==> src/rtl/uart_tx_serializer.sv <==
// uart_tx_serializer: 8-bit LSB-first UART transmitter with optional parity and 1/2 stop bits
//   clk             system clock
//   rst             synchronous active-low reset
//   transmit        send request, sampled only while idle
//   tx_byte         byte captured on the accepting edge
//   tx              serial line, idle high
//   is_transmitting high from the accepting edge through the last stop bit
//   tx_done         one-cycle pulse on the edge a frame completes
module uart_tx_serializer #(
   parameter int CLKS_PER_BIT = 868,
   parameter int PARITY       = 0,
   parameter int STOP_BITS    = 1
) (
   input  logic       clk,
   input  logic       rst,
   input  logic       transmit,
   input  logic [7:0] tx_byte,
   output logic       tx,
   output logic       is_transmitting,
   output logic       tx_done
);
   localparam int CW = $clog2(CLKS_PER_BIT);
   localparam logic [CW-1:0] LAST = CW'(CLKS_PER_BIT - 1);
   typedef enum logic [2:0] {S_IDLE, S_START, S_DATA, S_PARITY, S_STOP} state_t;
   state_t        state;
   logic [CW-1:0] baud;
   logic [2:0]    bit_idx;
   logic [7:0]    shift;
   logic          par;
   always_ff @(posedge clk) begin
      if (!rst) begin
         state           <= S_IDLE;
         baud            <= '0;
         bit_idx         <= '0;
         shift           <= '0;
         par             <= 1'b0;
         tx              <= 1'b1;
         is_transmitting <= 1'b0;
         tx_done         <= 1'b0;
      end else begin
         tx_done <= 1'b0;
         if (state == S_IDLE) begin
            tx              <= 1'b1;
            is_transmitting <= 1'b0;
            if (transmit) begin
               shift           <= tx_byte;
               par             <= (PARITY == 1) ? ~^tx_byte : ^tx_byte;
               tx              <= 1'b0;
               is_transmitting <= 1'b1;
               baud            <= '0;
               state           <= S_START;
            end
         end else if (baud != LAST) begin
            baud <= baud + CW'(1);
         end else begin
            // terminal count: the next bit goes out on this same edge
            baud <= '0;
            case (state)
               S_START: begin
                  tx      <= shift[0];
                  bit_idx <= '0;
                  state   <= S_DATA;
               end
               S_DATA: begin
                  if (bit_idx == 3'd7) begin
                     bit_idx <= '0;
                     tx      <= (PARITY != 0) ? par : 1'b1;
                     state   <= (PARITY != 0) ? S_PARITY : S_STOP;
                  end else begin
                     shift   <= shift >> 1;
                     tx      <= shift[1];
                     bit_idx <= bit_idx + 3'd1;
                  end
               end
               S_PARITY: begin
                  tx      <= 1'b1;
                  bit_idx <= '0;
                  state   <= S_STOP;
               end
               S_STOP: begin
                  // bit_idx counts stop-bit periods
                  if (bit_idx == 3'(STOP_BITS - 1)) begin
                     bit_idx         <= '0;
                     is_transmitting <= 1'b0;
                     tx_done         <= 1'b1;
                     state           <= S_IDLE;
                  end else begin
                     bit_idx <= bit_idx + 3'd1;
                  end
               end
               default: state <= S_IDLE;
            endcase
         end
      end
   end
endmodule

==> config.mk <==
export PLATFORM = sky130hd
export DESIGN_NAME = uart_tx_serializer
export DESIGN_NICKNAME = d
export VERILOG_FILES = /design/src/rtl/uart_tx_serializer.sv
export SDC_FILE = /design/constraint.sdc
export NUM_CORES = 1
export LEC_CHECK = 0
export BUFFER_PORTS_ARGS = -buffer_cell sky130_fd_sc_hd__buf_2
export CAP_MARGIN = 20
export CELL_PAD_IN_SITES_DETAIL_PLACEMENT = 1
export CELL_PAD_IN_SITES_GLOBAL_PLACEMENT = 1
export CORE_MARGIN = 5
export CORE_UTILIZATION = 40
export CTS_BUF_LIST = sky130_fd_sc_hd__clkbuf_8
export DETAILED_ROUTE_END_ITERATION = 7
export PLACE_DENSITY_LB_ADDON = 0.12
export SYNTH_ARGS = -nofsm -noshare
export SYNTH_HDL_FRONTEND = slang
export SYNTH_SLANG_ARGS = --single-unit
==> constraint.sdc <==
create_clock -name clk -period 2.5 [get_ports clk]
set_clock_uncertainty 0.05 [all_clocks]
set_input_delay 0.125 -clock clk [delete_from_list [all_inputs] [get_ports clk]]
set_output_delay 0.125 -clock clk [all_outputs]
set_load 0.05 [all_outputs]
==> After elaboration in Yosys (flattened, before gate mapping) <==
Index checks and enable logic that the tools add are counted.
{ "classes": {"reduce_logical": 14, "add_sub_neg": 2, "muxes": 28, "n_bitwise": 4, "n_eq_ne": 11} }
{ "ops": {"columns": ["operator", "count"], "rows": [
  ["$mux W8", 5],
  ["$mux W10", 3],
  ["$mux W3", 7],
  ["$pmux W3 S4", 1],
  ["$add A10 B1 Y10 const B", 1],
  ["$mux W1", 10],
  ["$ne A10 B10 Y1 const B", 1],
  ["$pmux W3 S3", 1],
  ["$reduce_and A4 Y1", 2],
  ["$eq A3 B2 Y1 const B", 2],
  ["$eq A3 B3 Y1 const B", 2],
  ["$logic_not A3 Y1", 2],
  ["$ne A2 B2 Y1 const B", 3],
  ["$ne A3 B3 Y1 const B", 2],
  ["$reduce_and A3 Y1", 2],
  ["$reduce_bool A2 Y1", 3],
  ["$not A1 Y1", 4],
  ["$reduce_bool A4 Y1", 1],
  ["$reduce_or A4 Y1", 1],
  ["$add A3 B1 Y3 const B", 1],
  ["$eq A3 B1 Y1 const B", 1],
  ["$pmux W1 S3", 1],
  ["$reduce_bool A3 Y1", 1],
  ["$reduce_and A2 Y1", 1],
  ["$reduce_or A2 Y1", 1]
]} }
{ "totals": {"wordCells": 66, "regBits": 27, "input_bits": 11} }

==> Longest topological paths before layout <==
{ "logic_depth": {"depth_word": 5, "ltp_mapped": 7} }

==> Least setup slack after synthesis <==
OpenSTA, ideal clock, no wires.
{ "synth_timing": {"path_kind": "flip-flop to flip-flop", "startpoint": "reg baud[4]", "endpoint": "reg shift[0]", "synth_period_minus_slack_ns": 1.839, "path_stages_with_launch": 8, "t_arrival_ns": 1.709, "path_slack_ns": 0.661, "path_cell_list": "dfxtp_1 buf_6 or3_1 or3_1 buf_6 o21a_1 buf_6 a211oi_2"} }
{ "synth_via": {"elab_chain_cells": 3} }
{ "synth_lines": {"columns": ["item", "line_no", "text"], "rows": [
  ["start, declared", "26", "logic [CW-1:0] baud;"],
  ["start signal, assigned", "54", "baud <= baud + CW'(1);"],
  ["$ne A10 B10 Y1", "53", "end else if (baud != LAST) begin"],
  ["$ne A2 B2 Y1 (no line)", null, null],
  ["$reduce_and A4 Y1 (no line)", null, null],
  ["end signal, assigned", "46", "shift <= tx_byte;"],
  ["end signal, assigned", "70", "shift <= shift >> 1;"],
  ["end, declared", "28", "logic [7:0] shift;"]
]} }
No other way between the ends.
A chain may end at the register's enable or synchronous reset.

==> Final worst setup path <==
{ "layout_timing": {"startpoint": "reg bit_idx[0]", "endpoint": "reg shift[0]"} }
{ "layout_via": {"elab_chain_cells": 3} }
{ "layout_lines": {"columns": ["item", "line_no", "text"], "rows": [
  ["start, declared", "27", "logic [2:0] bit_idx;"],
  ["start signal, assigned", "72", "bit_idx <= bit_idx + 3'd1;"],
  ["start signal, assigned", "88", "bit_idx <= bit_idx + 3'd1;"],
  ["$eq A3 B3 Y1", "65", "if (bit_idx == 3'd7) begin"],
  ["$ne A2 B2 Y1 (no line)", null, null],
  ["$reduce_and A4 Y1 (no line)", null, null]
]} }
No other way between the ends.

==> impl_metrics.env <==
export IMPL_synth_area_um2=1490
export IMPL_final_cell_mix="27 x dfxtp_1, 26 x nand2_1, 13 x buf_2, 11 x o21ai_0, 10 x nand3_1"
export IMPL_fp_dieH_um=71.1
export IMPL_drv_slew=0
export IMPL_post_cts_buffers=0
export IMPL_ys_ff_latch=27
export IMPL_layout_commonest_cell="dfxtp_1"
export IMPL_synthesis_nets=195
export IMPL_grt_setup_unrepaired="no"
export IMPL_synth_area_per_cell_um2=8.29
export IMPL_reg2reg_slack_ns=0.40
export IMPL_io_buffers=13
export IMPL_critPathKind="reg2reg"
export IMPL_cts_tree="done"
export IMPL_place_area_um2=1560
export IMPL_dp_cells=230
export IMPL_multi_input_area_um2=853
export IMPL_grt_usage_pct=16.0
export IMPL_avgRoutedWirePerCell_um=15.9
export IMPL_fin_area_um2=1610
export IMPL_timing_rr_start="bit_idx[0]"
export IMPL_cts_resized=0
export IMPL_cts_root_buf="clkbuf_8"
export IMPL_drt_iter0_markers=86
export IMPL_core_area_um2=3630
export IMPL_relSlewSlack_pct=57.0
export IMPL_layout_nets=202
export IMPL_final_hold_violation_count=0
export IMPL_antenna_cells=0
export IMPL_ys_warn_count=0
export IMPL_hpwl_mm=2.74
export IMPL_synth_edf_count=0
export IMPL_r2r_end="shift[0]"
export IMPL_fin_crit_sh_pct=83.9
export IMPL_ios=14
export IMPL_clkSlewWorstSetupHoldPaths_ns=0.10
export IMPL_n_fill_cell=461
export IMPL_cts_buffer_depth=2
export IMPL_synth_cell_types=37
export IMPL_die_x_um=71.1
export IMPL_fin_cells=234
export IMPL_worstSetupEndpointType="register"
export IMPL_dr_pass1_iters=4
export IMPL_hp_class="in2reg"
export IMPL_grt_remaining_overflow=0
export IMPL_setup_tns_ns=0
export IMPL_fmax_mhz=477
export IMPL_status="finished, final reports clean"
export IMPL_regArea_um2=541
export IMPL_dieArea_um2=5050
export IMPL_report_final_setup_viol=0
export IMPL_area_delta_synth_final_pct=7.63
export IMPL_worst_ir_drop_vdd_mv=0.309
export IMPL_vias=1333
export IMPL_totalPowerFinal_uw=812
export IMPL_grt_first_pass_wirelength_mm=6.71
export IMPL_power_density_nw_per_um2=505
export IMPL_startpoint_type="register"
export IMPL_grt_pass1_vias=1463
export IMPL_total_leakage_power_nw=0.605
export IMPL_drc=0
export IMPL_endpoint="shift[0]"
export IMPL_async_flop_share_pct=0
export IMPL_cp_startpoint="bit_idx[0]"
export IMPL_grt_max_degree=20
export IMPL_vias_per_cell=5.70
export IMPL_layout_drive_gt1_share_pct=16.1
export IMPL_worst_pin_slew_ns=0.644
export IMPL_ys_flop_type="dfxtp_1"
export IMPL_ys_seq_area_share_pct=36.2
export IMPL_place_congestion=0.817
export IMPL_cts_hold_buf=0
export IMPL_start_util_pct=41.1
export IMPL_numCtsBuffers=3
export IMPL_r2r_cells=6
export IMPL_antenna_found_initial=0
export IMPL_htreeDepth=1
export IMPL_arrival_ns=2.25
export IMPL_clk_latency_ns=0.28
export IMPL_postSynthCellCount=180
export IMPL_cts_sinks=27
export IMPL_fin_crit_ns=2.10
export IMPL_postRouteAntennaNets=0
export IMPL_fp_row_count=22
export IMPL_max_cap_violations=0
export IMPL_required_ns=2.65
export IMPL_critPathMaxFanout=7
export IMPL_wl_mm=3.72
critical path, stage by stage, from the launching register on:
cell      delay (ns)
dfxtp_1         0.36
ha_1            0.21
ha_1            0.26
nand2b_1        0.18
or3_1           0.37
o21a_1          0.34
a211oi_2        0.25
cells in the mapped netlist (4+ instances only):
master / number / share of area, %
ha_1: 4 / 3.4
o21ai_0: 11 / 3.7
inv_1: 7 / 1.8
or3_1: 6 / 2.5
a21oi_1: 8 / 2.7
o21a_1: 4 / 2.0
or4_1: 4 / 2.0
nand3_1: 10 / 3.4
nand2b_1: 5 / 2.1
nor3_1: 8 / 2.7
clkbuf_1: 9 / 2.3
nand2_1: 26 / 6.5
mux2i_1: 7 / 4.7
dfxtp_1: 27 / 36
mux2_2: 7 / 5.3
stage by stage:
stage | hold slack (ns) | setup slack [ns] | util (%)
detailed placement | 0.370 | 0.445 | 42.9
CTS | 0.0761 | 0.388 | 44.2
global route | 0.0762 | 0.266 | 44.2
global placement | 0.355 | 0.459 | 42.9
floorplan | 0.237 | 0.661 | -
finish | 0.0801 | 0.403 | 44.2
worst min-delay path by stage:
stage,start,to,slack [ns],cells past startpoint
floorplan,tx_byte[7],shift[7],0.24,2
detailed placement,tx_byte[7],shift[7],0.37,3
finish,tx_byte[7],shift[7],0.08,3
CTS,tx_byte[7],shift[7],0.08,3
global route,tx_byte[7],shift[7],0.08,3
global placement,tx_byte[7],shift[7],0.35,3
report_power, final:
part	internal (mW)	switching (mW)	total (mW)
clock	0.112	0.143	0.255
combinational	0.0381	0.0594	0.0975
sequential	0.446	0.0137	0.459
state kept, by name, summed over array words and instances, names as in the netlist:
| register | flops |
|---|---|
| bit_idx | 3 |
| tx_done | 1 |
| state | 3 |
| baud | 10 |
| is_transmitting | 1 |
| tx | 1 |
| shift | 8 |
routing by layer:
layer | share of wire, % | global-route usage, %
met1 | 49 | 21.7
met2 | 47 | 27.0
met3 | 3.2 | 2.27
met4 | 0.78 | 3.76
met5 | 0 | 0
cell type report:
type / count / area share [%]
Clock buffer: 3 / 2.57
Clock inverter: 1 / 0.312
Inverter: 7 / 1.64
Multi-Input combinational cell: 133 / 53.1
Sequential cell: 27 / 33.6
Tap cell: 48 / 3.74
Timing Repair Buffer: 15 / 4.98
cells by family after synthesis:
kind of cell,after synthesis,synth area share (%)
multiplexers,14,9.98
AO/OA/AOI/OAI,40,17.4
buffers and inverters,20,6.62
adder cells (fa/ha/maj),4,3.35
flip-flops,27,36.2
AND/OR/NAND/NOR,75,26.4
Power figures use the tool's default switching activity.
